### config.mk
export PLATFORM = sky130hd
export DESIGN_NAME = pipelined_addsub_flat
export DESIGN_NICKNAME = d
export VERILOG_FILES = /design/src/rtl/pipelined_addsub_if.sv /design/src/rtl/pipelined_addsub.sv /design/src/flat_wrapper.sv
export SDC_FILE = /design/constraint.sdc
export NUM_CORES = 1
export LEC_CHECK = 0
export BUFFER_PORTS_ARGS = -buffer_cell sky130_fd_sc_hd__buf_2
export CAP_MARGIN = 20
export CORE_MARGIN = 2
export CORE_UTILIZATION = 47
export DETAILED_ROUTE_END_ITERATION = 10
export PLACE_DENSITY = 0.75
export SYNTH_ARGS = -nofsm -noshare
export SYNTH_HDL_FRONTEND = slang
export SYNTH_SLANG_ARGS = --single-unit
### constraint.sdc
create_clock -name clk -period 1.63 [get_ports clk]
set_clock_uncertainty 0.1 [all_clocks]
set_input_delay 0.2445 -clock clk [delete_from_list [all_inputs] [get_ports clk]]
set_output_delay 0.2445 -clock clk [all_outputs]
set_load 0.005 [all_outputs]
### src/rtl/pipelined_addsub_if.sv
// Handshake/operand bundle for pipelined_addsub.
//   slave  : the adder side (consumes operands, produces results)
//   master : the source/consumer side that drives operands and out_ready
// Signals:
//   in_valid/in_ready : operand beat handshake
//   a, b              : WIDTH-bit unsigned operands
//   cin               : carry-in (add) or borrow-in (sub)
//   op                : 0 = add, 1 = subtract
//   out_valid/out_ready : result beat handshake
//   out               : WIDTH+1-bit result, MSB is carry (add) or borrow (sub)
// WIDTH must match the WIDTH of the pipelined_addsub instance it is bound to.
interface pipelined_addsub_if #(
  parameter int unsigned WIDTH = 8
);
  logic             in_valid;
  logic             in_ready;
  logic [WIDTH-1:0] a;
  logic [WIDTH-1:0] b;
  logic             cin;
  logic             op;
  logic             out_valid;
  logic             out_ready;
  logic [WIDTH:0]   out;

  modport slave (
    input  in_valid, a, b, cin, op, out_ready,
    output in_ready, out_valid, out
  );

  modport master (
    output in_valid, a, b, cin, op, out_ready,
    input  in_ready, out_valid, out
  );
endinterface

### src/rtl/pipelined_addsub.sv
// pipelined_addsub: generic-width adder/subtractor with carry-in whose carry
// chain is cut into STAGES registered segments of SEG = WIDTH/STAGES bits.
// Valid/ready on both sides; a single global enable stalls the whole pipe
// under backpressure, so in_ready is purely combinational.
//
// Ports:
//   clk        clock, rising edge
//   rst        asynchronous active-high reset
//   bus        pipelined_addsub_if.slave (in_valid/in_ready, a, b, cin, op,
//              out_valid/out_ready, out[WIDTH:0])
//   txn_count  [31:0] output-transfer counter, present only when the macro
//              ADDER_TXN_CNT_EN is defined (wraps, holds during stalls)
//
// Parameters:
//   WIDTH   operand width, multiple of STAGES
//   STAGES  pipeline depth / number of carry segments (1..WIDTH)
//
// Latency is STAGES cycles from input transfer to out_valid without stalls.
module pipelined_addsub #(
  parameter int unsigned WIDTH  = 8,
  parameter int unsigned STAGES = 2
) (
  input  logic                 clk,
  input  logic                 rst,
  pipelined_addsub_if.slave    bus
`ifdef ADDER_TXN_CNT_EN
  ,
  output logic [31:0]          txn_count
`endif
);

  // Guarded so an illegal STAGES=0 reaches the elaboration error below
  // instead of a divide-by-zero here.
  localparam int unsigned SEG  = (STAGES == 0) ? WIDTH : WIDTH / STAGES;
  localparam int unsigned LAST = (STAGES == 0) ? 0 : STAGES - 1;

  if ((STAGES < 1) || ((WIDTH % ((STAGES == 0) ? 1 : STAGES)) != 0)) begin : g_param_check
    $error("pipelined_addsub: WIDTH (%0d) must be a multiple of STAGES (%0d), STAGES >= 1",
           WIDTH, STAGES);
  end

  logic en;

  // Per-stage inputs: stage 0 takes the bus, stage k takes register k-1.
  logic [WIDTH-1:0] src_a   [STAGES];
  logic [WIDTH-1:0] src_bx  [STAGES];
  logic [WIDTH-1:0] src_sum [STAGES];
  logic             src_c   [STAGES];
  logic             src_op  [STAGES];
  logic             src_v   [STAGES];
  logic [SEG:0]     seg_res [STAGES];

  // Stage registers. a/bx travel alongside so later stages see their slices;
  // sum accumulates the already-resolved low slices.
  logic [WIDTH-1:0] a_d     [STAGES];
  logic [WIDTH-1:0] a_q     [STAGES];
  logic [WIDTH-1:0] bx_d    [STAGES];
  logic [WIDTH-1:0] bx_q    [STAGES];
  logic [WIDTH-1:0] sum_d   [STAGES];
  logic [WIDTH-1:0] sum_q   [STAGES];
  logic             carry_d [STAGES];
  logic             carry_q [STAGES];
  logic             op_d    [STAGES];
  logic             op_q    [STAGES];
  logic             valid_d [STAGES];
  logic             valid_q [STAGES];

  // Global enable: the pipe advances whenever the output slot is empty or
  // being drained this cycle.
  always_comb begin
    en            = !valid_q[LAST] || bus.out_ready;
    bus.in_ready  = en;
    bus.out_valid = valid_q[LAST];
    // Subtraction is a + ~b + !cin, so the final carry is the inverse of borrow.
    bus.out       = {(op_q[LAST] ? ~carry_q[LAST] : carry_q[LAST]), sum_q[LAST]};
  end

  always_comb begin
    src_a[0]   = bus.a;
    src_bx[0]  = bus.op ? ~bus.b : bus.b;
    src_c[0]   = bus.op ? ~bus.cin : bus.cin;
    src_op[0]  = bus.op;
    src_v[0]   = bus.in_valid;
    src_sum[0] = '0;
    for (int unsigned k = 1; k < STAGES; k++) begin
      src_a[k]   = a_q[k-1];
      src_bx[k]  = bx_q[k-1];
      src_c[k]   = carry_q[k-1];
      src_op[k]  = op_q[k-1];
      src_v[k]   = valid_q[k-1];
      src_sum[k] = sum_q[k-1];
    end

    for (int unsigned k = 0; k < STAGES; k++) begin
      seg_res[k] = {1'b0, src_a[k][k*SEG +: SEG]}
                 + {1'b0, src_bx[k][k*SEG +: SEG]}
                 + (SEG+1)'(src_c[k]);
      a_d[k]     = src_a[k];
      bx_d[k]    = src_bx[k];
      sum_d[k]   = src_sum[k];
      sum_d[k][k*SEG +: SEG] = seg_res[k][SEG-1:0];
      carry_d[k] = seg_res[k][SEG];
      op_d[k]    = src_op[k];
      valid_d[k] = src_v[k];
    end
  end

  always_ff @(posedge clk or posedge rst) begin
    if (rst) begin
      for (int unsigned k = 0; k < STAGES; k++) begin
        a_q[k]     <= '0;
        bx_q[k]    <= '0;
        sum_q[k]   <= '0;
        carry_q[k] <= 1'b0;
        op_q[k]    <= 1'b0;
        valid_q[k] <= 1'b0;
      end
    end else if (en) begin
      for (int unsigned k = 0; k < STAGES; k++) begin
        a_q[k]     <= a_d[k];
        bx_q[k]    <= bx_d[k];
        sum_q[k]   <= sum_d[k];
        carry_q[k] <= carry_d[k];
        op_q[k]    <= op_d[k];
        valid_q[k] <= valid_d[k];
      end
    end
  end

`ifdef ADDER_TXN_CNT_EN
  logic [31:0] txn_count_d;
  logic [31:0] txn_count_q;

  always_comb begin
    txn_count_d = txn_count_q;
    if (bus.out_valid && bus.out_ready) begin
      txn_count_d = txn_count_q + 32'd1;
    end
    txn_count = txn_count_q;
  end

  always_ff @(posedge clk or posedge rst) begin
    if (rst) begin
      txn_count_q <= '0;
    end else begin
      txn_count_q <= txn_count_d;
    end
  end
`endif

endmodule

### src/flat_wrapper.sv
// flat-port wrapper written by rule: the top's interface ports become plain ports
module pipelined_addsub_flat 
#(
  parameter int unsigned WIDTH  = 8,
  parameter int unsigned STAGES = 2
)
  (clk, rst, bus_in_valid, bus_a, bus_b, bus_cin, bus_op, bus_out_ready, bus_in_ready, bus_out_valid, bus_out);
  pipelined_addsub_if #(.WIDTH(WIDTH)) bus_i ();
  input  logic clk;
  input  logic rst;
  input wire logic [$bits(bus_i.in_valid)-1:0] bus_in_valid;
  input wire logic [$bits(bus_i.a)-1:0] bus_a;
  input wire logic [$bits(bus_i.b)-1:0] bus_b;
  input wire logic [$bits(bus_i.cin)-1:0] bus_cin;
  input wire logic [$bits(bus_i.op)-1:0] bus_op;
  input wire logic [$bits(bus_i.out_ready)-1:0] bus_out_ready;
  output wire logic [$bits(bus_i.in_ready)-1:0] bus_in_ready;
  output wire logic [$bits(bus_i.out_valid)-1:0] bus_out_valid;
  output wire logic [$bits(bus_i.out)-1:0] bus_out;
  assign bus_i.in_valid = bus_in_valid;
  assign bus_i.a = bus_a;
  assign bus_i.b = bus_b;
  assign bus_i.cin = bus_cin;
  assign bus_i.op = bus_op;
  assign bus_i.out_ready = bus_out_ready;
  assign bus_in_ready = bus_i.in_ready;
  assign bus_out_valid = bus_i.out_valid;
  assign bus_out = bus_i.out;
  pipelined_addsub #(.WIDTH(WIDTH), .STAGES(STAGES)) u_core (.clk(clk), .rst(rst), .bus(bus_i));
endmodule
# --- Yosys cells after proc, flatten, opt, wreduce, memory -nomap -nowiden ---
# Cells that the tools add are included.
# W data, S select, Z words.
op_classes:
  add_sub_neg: 4
  mux: 3
  n_bitwise: 3
  n_reduce_logical: 2
ops:
  columns: ["op", "n"]
  rows:
  - ["$add A4 B4 Y5", 2]
  - ["$add A5 B1 Y5", 2]
  - ["$mux W8", 1]
  - ["$not A8 Y8", 1]
  - ["$mux W1", 2]
  - ["$not A1 Y1", 2]
  - ["$logic_not A1 Y1", 1]
  - ["$logic_or A1 B1 Y1", 1]
totals:
  reg_bits: 34
  output_inout_bits: 11

# --- Logic depth before layout (Yosys ltp) ---
# Gate-level depths: netlist of run 1.
logic_depth:
  ltp_word: 4
  depth_mapped: 7
  ltp_nobuf: 6

# --- Worst setup path before layout of run 1 ---
# OpenSTA, ideal clock, no wires.
synth_timing:
  path_kind: "input -> register"
  start: "input bus_op"
  end: "register u_core.carry_q[1] (netlist name)"
  setup_time_ps: 122
  arrival_ps: 1814
  slack_ps: -405
  stages: 7
  path_buffers: 1
  cell_sequence: "buf_4 xor2_1 fa_1 fa_1 a21o_1 a21oi_1 a21oi_2"
synth_via:
  elab_chain_len: 3
  elab_cells_between_ends: 4
synth_lines:
  columns: ["element", "line_no", "text"]
  rows:
  - ["start: declaration", "flat_wrapper.sv:15", "input wire logic [$bits(bus_i.op)-1:0] bus_op;"]
  - ["$mux W8", "pipelined_addsub.sv:80", "src_bx[0] = bus.op ? ~bus.b : bus.b;"]
  - ["$add A4 B4 Y5", "pipelined_addsub.sv:96", "+ {1'b0, src_bx[k][k*SEG +: SEG]}"]
  - ["$add A5 B1 Y5 *", "pipelined_addsub.sv:97", "+ (SEG+1)'(src_c[k]);"]
  - ["end signal: indexed assignment", "pipelined_addsub.sv:123", "carry_q[k] <= carry_d[k];"]
  - ["end: declaration", "pipelined_addsub.sv:62", "logic carry_q [STAGES];"]
# Every way passes the cells marked *; elsewhere a longest branch is shown, timed or not.
# A chain may end at the register's enable or synchronous reset.

# --- Worst setup path in the final report of run 1 ---
layout_timing:
  start: "register u_core.a_q, in the netlist u_core.a_d[4]"
  end: "register u_core.sum_q, in the netlist u_core.bus.out[5]"
layout_via:
  elab_chain_len: 2
layout_lines:
  columns: ["element", "line_no", "text"]
  rows:
  - ["start: declaration", "pipelined_addsub.sv:56", "logic [WIDTH-1:0] a_q [STAGES];"]
  - ["start signal: indexed assignment", "pipelined_addsub.sv:120", "a_q[k] <= a_d[k];"]
  - ["$add A4 B4 Y5", "pipelined_addsub.sv:96", null]
  - ["$add A5 B1 Y5", "pipelined_addsub.sv:97", null]
  - ["end signal: indexed assignment", "pipelined_addsub.sv:122", "sum_q[k] <= sum_d[k];"]
  - ["end: declaration", "pipelined_addsub.sv:60", "logic [WIDTH-1:0] sum_q [STAGES];"]
# Every way passes these cells.

==> results of run 1 <==
-- logic make-up (layout without fill, tap and decap cells) --
family | Yosys count | after routing
xor+xnor | 14 | 14
flops | 26 | 26
compound gates | 19 | 19
fa+ha+maj | 10 | 10
simple gates | 55 | 55
buf+inv | 11 | 47
-- metal layers --
metal  vias to the layer above  track usage  wire [um]  share of wire
met4                         0       0.0897         50          0.022
li1                        491            -          -              -
met2                        28        0.269       1130           0.48
met5                         -            0          0              0
met1                       443        0.211       1020           0.44
met3                         4       0.0223        126          0.054
-- final cells by class --
class | count | area [um2] | share of cell area
inverters | 5 | 23.8 | 0.0148
clock buffers | 4 | 36.3 | 0.0226
flip-flops and latches | 26 | 651 | 0.404
multi-input cells | 98 | 652 | 0.405
well taps | 31 | 38.8 | 0.0241
repair buffers | 38 | 208 | 0.129
-- per-stage QoR --
step | setup WS, ns | area [um2] | TNS (ns) | hold slack, ns
floorplan | -0.247 | 1390 | -0.519 | 0.185
global route | -0.0481 | 1610 | -0.0825 | 0.00781
global placement | -0.293 | 1560 | -0.831 | 0.210
finish | 0.0227 | 1610 | 0 | 0.0149
CTS | 0.0104 | 1600 | 0 | 0.0140
detailed placement | -0.332 | 1560 | -1.02 | 0.212
-- critical path: stages, from the launching register on --
cell and delay, ns:
dfrtp_1 0.43, fa_2 0.41, inv_2 0.07, fa_2 0.43, a21oi_2 0.12
-- final timing paths --
path / from / endpoint / slack [ns] / depth (start not counted)
worst max register to register: u_core.a_d[4] / u_core.bus.out[5] / 0.02 / 4
worst max-delay path: u_core.a_d[4] / u_core.bus.out[5] / 0.02 / 4
worst min-delay path: bus_a[5] / u_core.a_d[5] / 0.01 / 3
max in group asynchronous: rst / u_core.bus.out_valid / 0.80 / 4
worst min register to register: u_core.bus.out[0] / u_core.bus.out[0] / 0.38 / 2
min in group asynchronous: rst / u_core.bus.out[0] / 0.40 / 4
-- power breakdown --
group,total [W],internal [W],switching (W)
sequential,0.000906,0.000812,0.0000934
combinational,0.000616,0.000301,0.000315
clock,0.000321,0.000137,0.000184
total,0.00184,0.00125,0.000592
-- placed cells by master (no fill, tap or decap), drive strengths merged --
cell type    count
clkbuf           4
o21ai            9
nand2           47
buf             37
dfrtp           26
ha               6
fa               4
a21o             3
a21oi            7
nor2b            2
xnor2            4
xor2            10
dlygate4sd3      1
nor2             5
inv              5
nand2b           1
-- sequential cells by signal, summed over array words and instances, names as in the netlist --
name,count
u_core.op_q,1
u_core.a_d,4
u_core.bus.out_valid,1
u_core.carry_q,2
u_core.bx_d,4
u_core.src_sum,4
u_core.bus.out,8
u_core.op_d,1
u_core.src_v,1
-- repair_timing --
item,in CTS,in global routing
gates resized for setup,1,5
hold buffers,1,0
pin swaps,2,5
setup endpoints to repair,4,4
hold endpoints to repair,26,0
==> reports/results.md, run 1 <==
| Step | Metric | Value |
| --- | --- | --- |
| power | Sum of internal, switching and leakage power | 0.00184 W |
| synthesis | Average cell area after synthesis | 10.0 um2 |
| cts | H-Tree Depth | 1 |
| sta | Fmax | 622 MHz |
| layout | Fillers | 240 |
| layout | Layout cells sized above 1 | 0.339 |
| run | Count of max-cap constraint violations | 0 |
| synthesis | Sequential fraction of the synthesis area | 0.480 |
| placed design | Number of placed instances with taps included | 197 |
| cts | Clk pin slew, worst setup/hold paths | 0.13 ns |
| sta | Hold Violations, Final | 0 |
| synthesis | Netlist cell types | 20 |
| layout | Layout Nets | 204 |
| grt | Initial antenna violation count | 0 |
| sta | Final cycle utilization of the critical path | 0.986 |
| cts | Number of buffers between clock root and the deepest sink | 2 |
| synthesis | Main flop type after synthesis | dfrtp_1 |
| cts | Clock Tree Root | clkbuf_4 |
| sta | Number of max-slew violations in the final report | 0 |
| cts | Clock latency reported for the late side of the worst-skew pair | 0.32 ns |
| synthesis | Syn nets | 167 |
| floorplanning | Initial cell density of the core | 0.491 |
| synthesis | Portion of synthesized cell area occupied by the leading cell type | 0.480 |
| sta | Headroom to the max-slew limit | 0.787 |
| drt | 1st-pass router iterations | 6 |
| critical path | Critical path start-end classification | flip-flop to flip-flop |
| placed design | Buffers on Ports | 32 |
| drt | DRT iter0 DRCs | 28 |
| synthesis | Ranking of synthesized cells by instance count | nand2_1, dfrtp_1, xor2_1 |
| synthesis | Share of async-settable or async-resettable flops after synthesis | 1.00 |
| synthesis | Proportion of synthesized area in mux cells | 0 |
| synthesis | Compound-Gate Fraction of Synth Area | 0.0923 |
| floorplanning | Standard cell core area | 2760 um2 |
| sta | Final setup violating endpoints | 0 |
| cts | Num Clock Sinks | 26 |
| critical path | Required time of the worst setup path | 1.79 ns |
| power | Worst voltage drop across the vdd grid | 0.613 mV |
| critical path | Maximum fanout encountered on the critical timing path | 2 |
| drt | Number of antenna-violating nets in the routed design | 0 |
| floorplanning | Vertical extent of the die | 57.7 um |
| layout | Number of diodes added for antenna fixing | 0 |
| synthesis | Synth Area in Simple Gates | 0.163 |
| cts | Number of buffers inserted during clock tree synthesis | 3 |
| sta | Unrepaired setup endpoints after global routing | true |
| synthesis | Post-synth EDFFs | 0 |
| synthesis | Top cells by area in the synthesized netlist | dfrtp_1, nand2_1, xor2_1 |
| grt | Via count of the first global-routing pass | 961 |
| floorplanning | Number of primary I/O pins | 33 |
| drt | Via total after detailed routing | 966 |
| placed design | Final GP Congestion | 0.803 |
| critical path | Worst Path Arrival | 1.77 ns |
| drt | # DRC | 0 |
| drt | Wirelength per Cell | 11.5 um |
| worst hold path | Worst hold path class | input port to flip-flop |
| grt | Maximum number of pins on one net before global-route repair | 27 |
| critical path | Sort of element at the end of the critical path | flip-flop |
| drt | Vias/cell | 4.78 |
| synthesis | Post-synthesis share of cell area spent on xor and xnor gates | 0.0905 |
| floorplanning | Core Rows | 19 |
| power | Leakage power | 0.834 nW |
| sta | Worst-Margin Slew | 0.320 ns |
| grt | Total congestion overflow | 0 |
| layout | Final core utilization | 0.583 |
| run status | Outcome | complete, no violations |
| synthesis | Number of register bits inferred by synthesis | 26 |
| synthesis | Adder-cell share of the synthesized area | 0.114 |
| placed design | Detailed Place HPWL | 1720 um |
| floorplanning | Die Outline Area | 3330 um2 |
| synthesis | Combinational family with the most area after synthesis | simple AND/OR/NAND/NOR gates |
| cts | Setup fix buffers added after clock tree synthesis | 0 |
| layout | Area Growth Syn to Fin | 18.7% |
| power | Pwr dens | 1150 nW/um2 |
| grt | Global router's overall resource usage | 0.164 |
| synthesis | Count of warnings emitted by yosys | 0 |
| synthesis | Cell type with the largest total area after synthesis | dfrtp_1 |
| critical path | Category of the worst setup path launch point | flip-flop |
| floorplanning | Die boundary width | 57.7 um |
| sta | Min Clock Period, post-route | 1.61 ns |
| synthesis | Cell area after synthesis | 1360 um2 |
| grt | Global-route wire length before repair | 4150 um |
| layout | Final Non-Filler Cells | 202 |
| synthesis | Post-Syn Instances | 135 |
| drt | Routed Wire Length | 2320 um |
| synthesis | Count leader, synth | nand2_1 |
| cts | TritonCTS clock tree | built |
Note: power is estimated with default switching activity, not from simulation.
==> run 2: changes to the inputs <==
--- a/config.mk
+++ b/config.mk
@@ -7,10 +7,14 @@
 export LEC_CHECK = 0
 export BUFFER_PORTS_ARGS = -buffer_cell sky130_fd_sc_hd__buf_2
 export CAP_MARGIN = 20
+export CELL_PAD_IN_SITES_DETAIL_PLACEMENT = 0
+export CELL_PAD_IN_SITES_GLOBAL_PLACEMENT = 1
+export CORE_ASPECT_RATIO = 2
 export CORE_MARGIN = 2
-export CORE_UTILIZATION = 47
+export CORE_UTILIZATION = 36
 export DETAILED_ROUTE_END_ITERATION = 10
-export PLACE_DENSITY = 0.75
+export PLACE_DENSITY = 0.76
+export REMOVE_ABC_BUFFERS = 1
 export SYNTH_ARGS = -nofsm -noshare
 export SYNTH_HDL_FRONTEND = slang
 export SYNTH_SLANG_ARGS = --single-unit
==> run 2 against run 1 <==
  * Sequential cell count is the same
  * Critical endpoint is now u_core.carry_q[1]
  * Largest cell class unchanged
  * Worst hold slack gained 0.059 ns
  * Die area grew 29%
  * Non-clock buffer count grew 1
==> reports/results.md, run 2 (synthesis results as in run 1) <==
| Step | Metric | Value | vs previous |
| --- | --- | --- | --- |
| critical path | Worst Path Arrival | 1.69 ns | was 1.77 ns |
| floorplanning | Standard cell core area | 3610 um2 | was 2760 um2 |
| sta | Hold Violations, Final | 0 | unchanged |
| layout | Most frequent standard cell in the layout excluding fill and tap cells | nand2_1 | unchanged |
| drt | DRT iter0 DRCs | 18 | was 28 |
| drt | Routed Wire Length | 2510 um | was 2320 um |
| sta | Final cycle utilization of the critical path | 0.999 | was 0.986 |
| cts | Clock Tree Root | clkbuf_8 | was clkbuf_4 |
| floorplanning | Vertical extent of the die | 90.8 um | was 57.7 um |
| layout | Area Growth Syn to Fin | 25.6% | was 18.7% |
| critical path | Cell-by-cell listing of the critical path | buf_6 > xor2_2 > fa_2 > fa_2 > a21o_1 > a21oi_2 > a21oi_2 | was fa_2 > inv_2 > fa_2 > a21oi_2 |
| drt | Wirelength per Cell | 11.3 um | was 11.5 um |
| grt | Global-route wire length before repair | 4420 um | was 4150 um |
| grt | Global router's overall resource usage | 0.138 | was 0.164 |
| grt | Via count of the first global-routing pass | 1077 | was 961 |
| power | Leakage power | 0.861 nW | was 0.834 nW |
| placed design | Final GP Congestion | 0.695 | was 0.803 |
| cts | TritonCTS clock tree | built | unchanged |
| sta | Final setup violating endpoints | 0 | unchanged |
| placed design | Buffers on Ports | 32 | unchanged |
| layout | Area occupied by registers | 651 um2 | unchanged |
| floorplanning | Die Outline Area | 4300 um2 | was 3330 um2 |
| drt | Vias/cell | 4.40 | was 4.78 |
| layout | Number of diodes added for antenna fixing | 0 | unchanged |
| floorplanning | Core Rows | 31 | was 19 |
| cts | H-Tree Depth | 1 | unchanged |
| floorplanning | Initial cell density of the core | 0.376 | was 0.491 |
| critical path | Sort of element at the end of the critical path | flip-flop | unchanged |
| drt | 1st-pass router iterations | 4 | was 6 |
| layout | Layout Nets | 205 | was 204 |
| floorplanning | Number of primary I/O pins | 33 | unchanged |
| drt | Number of antenna-violating nets in the routed design | 0 | unchanged |
| power | Worst voltage drop across the vdd grid | 0.551 mV | was 0.613 mV |
| run status | Outcome | complete, no violations | unchanged |
| cts | Clock latency reported for the late side of the worst-skew pair | 0.26 ns | was 0.32 ns |
| drt | # DRC | 0 | unchanged |
| cts | Number of buffers inserted during clock tree synthesis | 3 | unchanged |
| layout | Multi-input gate area | 679 um2 | was 652 um2 |
| layout | Number of flip-flops in the largest register | 8 | unchanged |
| run | Count of max-cap constraint violations | 0 | unchanged |
| grt | Total congestion overflow | 0 | unchanged |
| layout | Final core utilization | 0.472 | was 0.583 |
| placed design | Detailed Place HPWL | 1930 um | was 1720 um |
| sta | Worst-Margin Slew | 0.324 ns | was 0.320 ns |
| critical path | Worst path slowest cell | fa_2 | was dfrtp_1 |
| sta | Min Clock Period, post-route | 1.63 ns | was 1.61 ns |
| layout | Fillers | 347 | was 240 |
| layout | Final Non-Filler Cells | 221 | was 202 |
| critical path | Category of the worst setup path launch point | input port | was flip-flop |
| worst hold path | Worst hold path class | input port to flip-flop | unchanged |
| cts | Num Clock Sinks | 26 | unchanged |
| power | Pwr dens | 1150 nW/um2 | about the same |
| critical path | Longest individual stage delay on the worst path | 0.41 ns | was 0.43 ns |
| cts | Clk pin slew, worst setup/hold paths | 0.09 ns | was 0.13 ns |
| cts | Number of buffers between clock root and the deepest sink | 2 | unchanged |
| drt | Via total after detailed routing | 973 | was 966 |
| layout | Commonest non-fill, non-tap cells in the layout | nand2_1, buf_2, dfrtp_1 | unchanged |
| sta | Fmax | 614 MHz | was 622 MHz |
| floorplanning | Die boundary width | 47.4 um | was 57.7 um |
| grt | Maximum number of pins on one net before global-route repair | 27 | unchanged |
| sta | Unrepaired setup endpoints after global routing | true | unchanged |
| placed design | Number of placed instances with taps included | 216 | was 197 |
| critical path | Critical path start-end classification | input port to flip-flop | was flip-flop to flip-flop |
| critical path | Maximum fanout encountered on the critical timing path | 2 | unchanged |
| grt | Initial antenna violation count | 0 | unchanged |
| sta | Post-Route Hold Slack | 0.0735 ns | was 0.0149 ns |
| sta | Number of max-slew violations in the final report | 0 | unchanged |
| critical path | Required time of the worst setup path | 1.69 ns | was 1.79 ns |
| sta | Headroom to the max-slew limit | 0.784 | was 0.787 |
| layout | Layout cells sized above 1 | 0.349 | was 0.339 |
==> run 2: cell count changes in the layout (fill, tap and decap cells not counted), moves of 2 or more <==
cell	previous run	this run
buf_2	32	30
clkbuf_8	1	4
xor2_1	9	7
clkbuf_4	3	0
buf_6	0	3
==> run 2: critical path: cells and delay by family <==
family | cells | cell delay [ns]
adders and majority gates | 2 | 0.81
xor gates and xnor gates | 1 | 0.17
AOI/OAI and AO/OA | 3 | 0.36
buffers and inverters | 1 | 0.10
==> run 2: layer usage <==
layer | GRT usage | wire length (um)
met4 | 0.0556 | 27
met5 | 0 | 0
met3 | 0.0180 | 80
met2 | 0.241 | 1440
met1 | 0.155 | 955
==> run 2: final timing paths <==
| path | depth (start not counted) | startpoint | slack [ns] | to |
|---|---|---|---|---|
| setup reg to reg | 4 | u_core.a_d[4] | 0.03 | u_core.bus.out[5] |
| max in group asynchronous | 4 | rst | 0.72 | u_core.op_d[0] |
| setup / recovery | 7 | bus_b[0] | 0.002 | u_core.carry_q[1] |
| hold / removal | 3 | bus_a[6] | 0.07 | u_core.a_d[6] |
| min in group asynchronous | 4 | rst | 0.47 | u_core.bx_d[6] |
| hold reg to reg | 2 | u_core.src_sum[0] | 0.37 | u_core.src_sum[0] |
==> run 2: power breakdown <==
group / switching (W) / total [W] / internal (W) / leakage [nW]
Clock: 0.000191 / 0.000407 / 0.000216 / 0.0288
Sequential: 0.0000899 / 0.000903 / 0.000813 / 0.310
Combinational: 0.000323 / 0.000641 / 0.000318 / 0.522
Total: 0.000604 / 0.00195 / 0.00135 / 0.861
==> run 2: stage by stage <==
stage	area (um2)	setup TNS (ns)	total power [W]	setup WS, ns
6_report	1700	0	0.00195	0.00164
2_1_floorplan	1300	-0.254	0.00128	-0.224
5_1_grt	1700	-0.0315	0.00211	-0.0315
3_5_place_dp	1570	-1.27	0.00153	-0.410
4_1_cts	1650	0	0.00195	0.00566
3_3_place_gp	1570	-1.06	0.00149	-0.378
==> run 2: cell type report <==
type / count / share of cell area
repair buffers: 39 / 0.136
well taps: 49 / 0.0360
inverters: 5 / 0.0140
multi-input cells: 98 / 0.399
clock buffers: 4 / 0.0324
flip-flops and latches: 26 / 0.382
==> run 2: repair_timing <==
action / 4_1_cts / 5_1_grt
resized for setup: 5 / 13
buffers inserted: 0 / 0
hold buffers: 1 / 0
endpoints found under the setup margin: 7 / 6
hold endpoints to repair: 26 / 0
pin swaps: 0 / 11
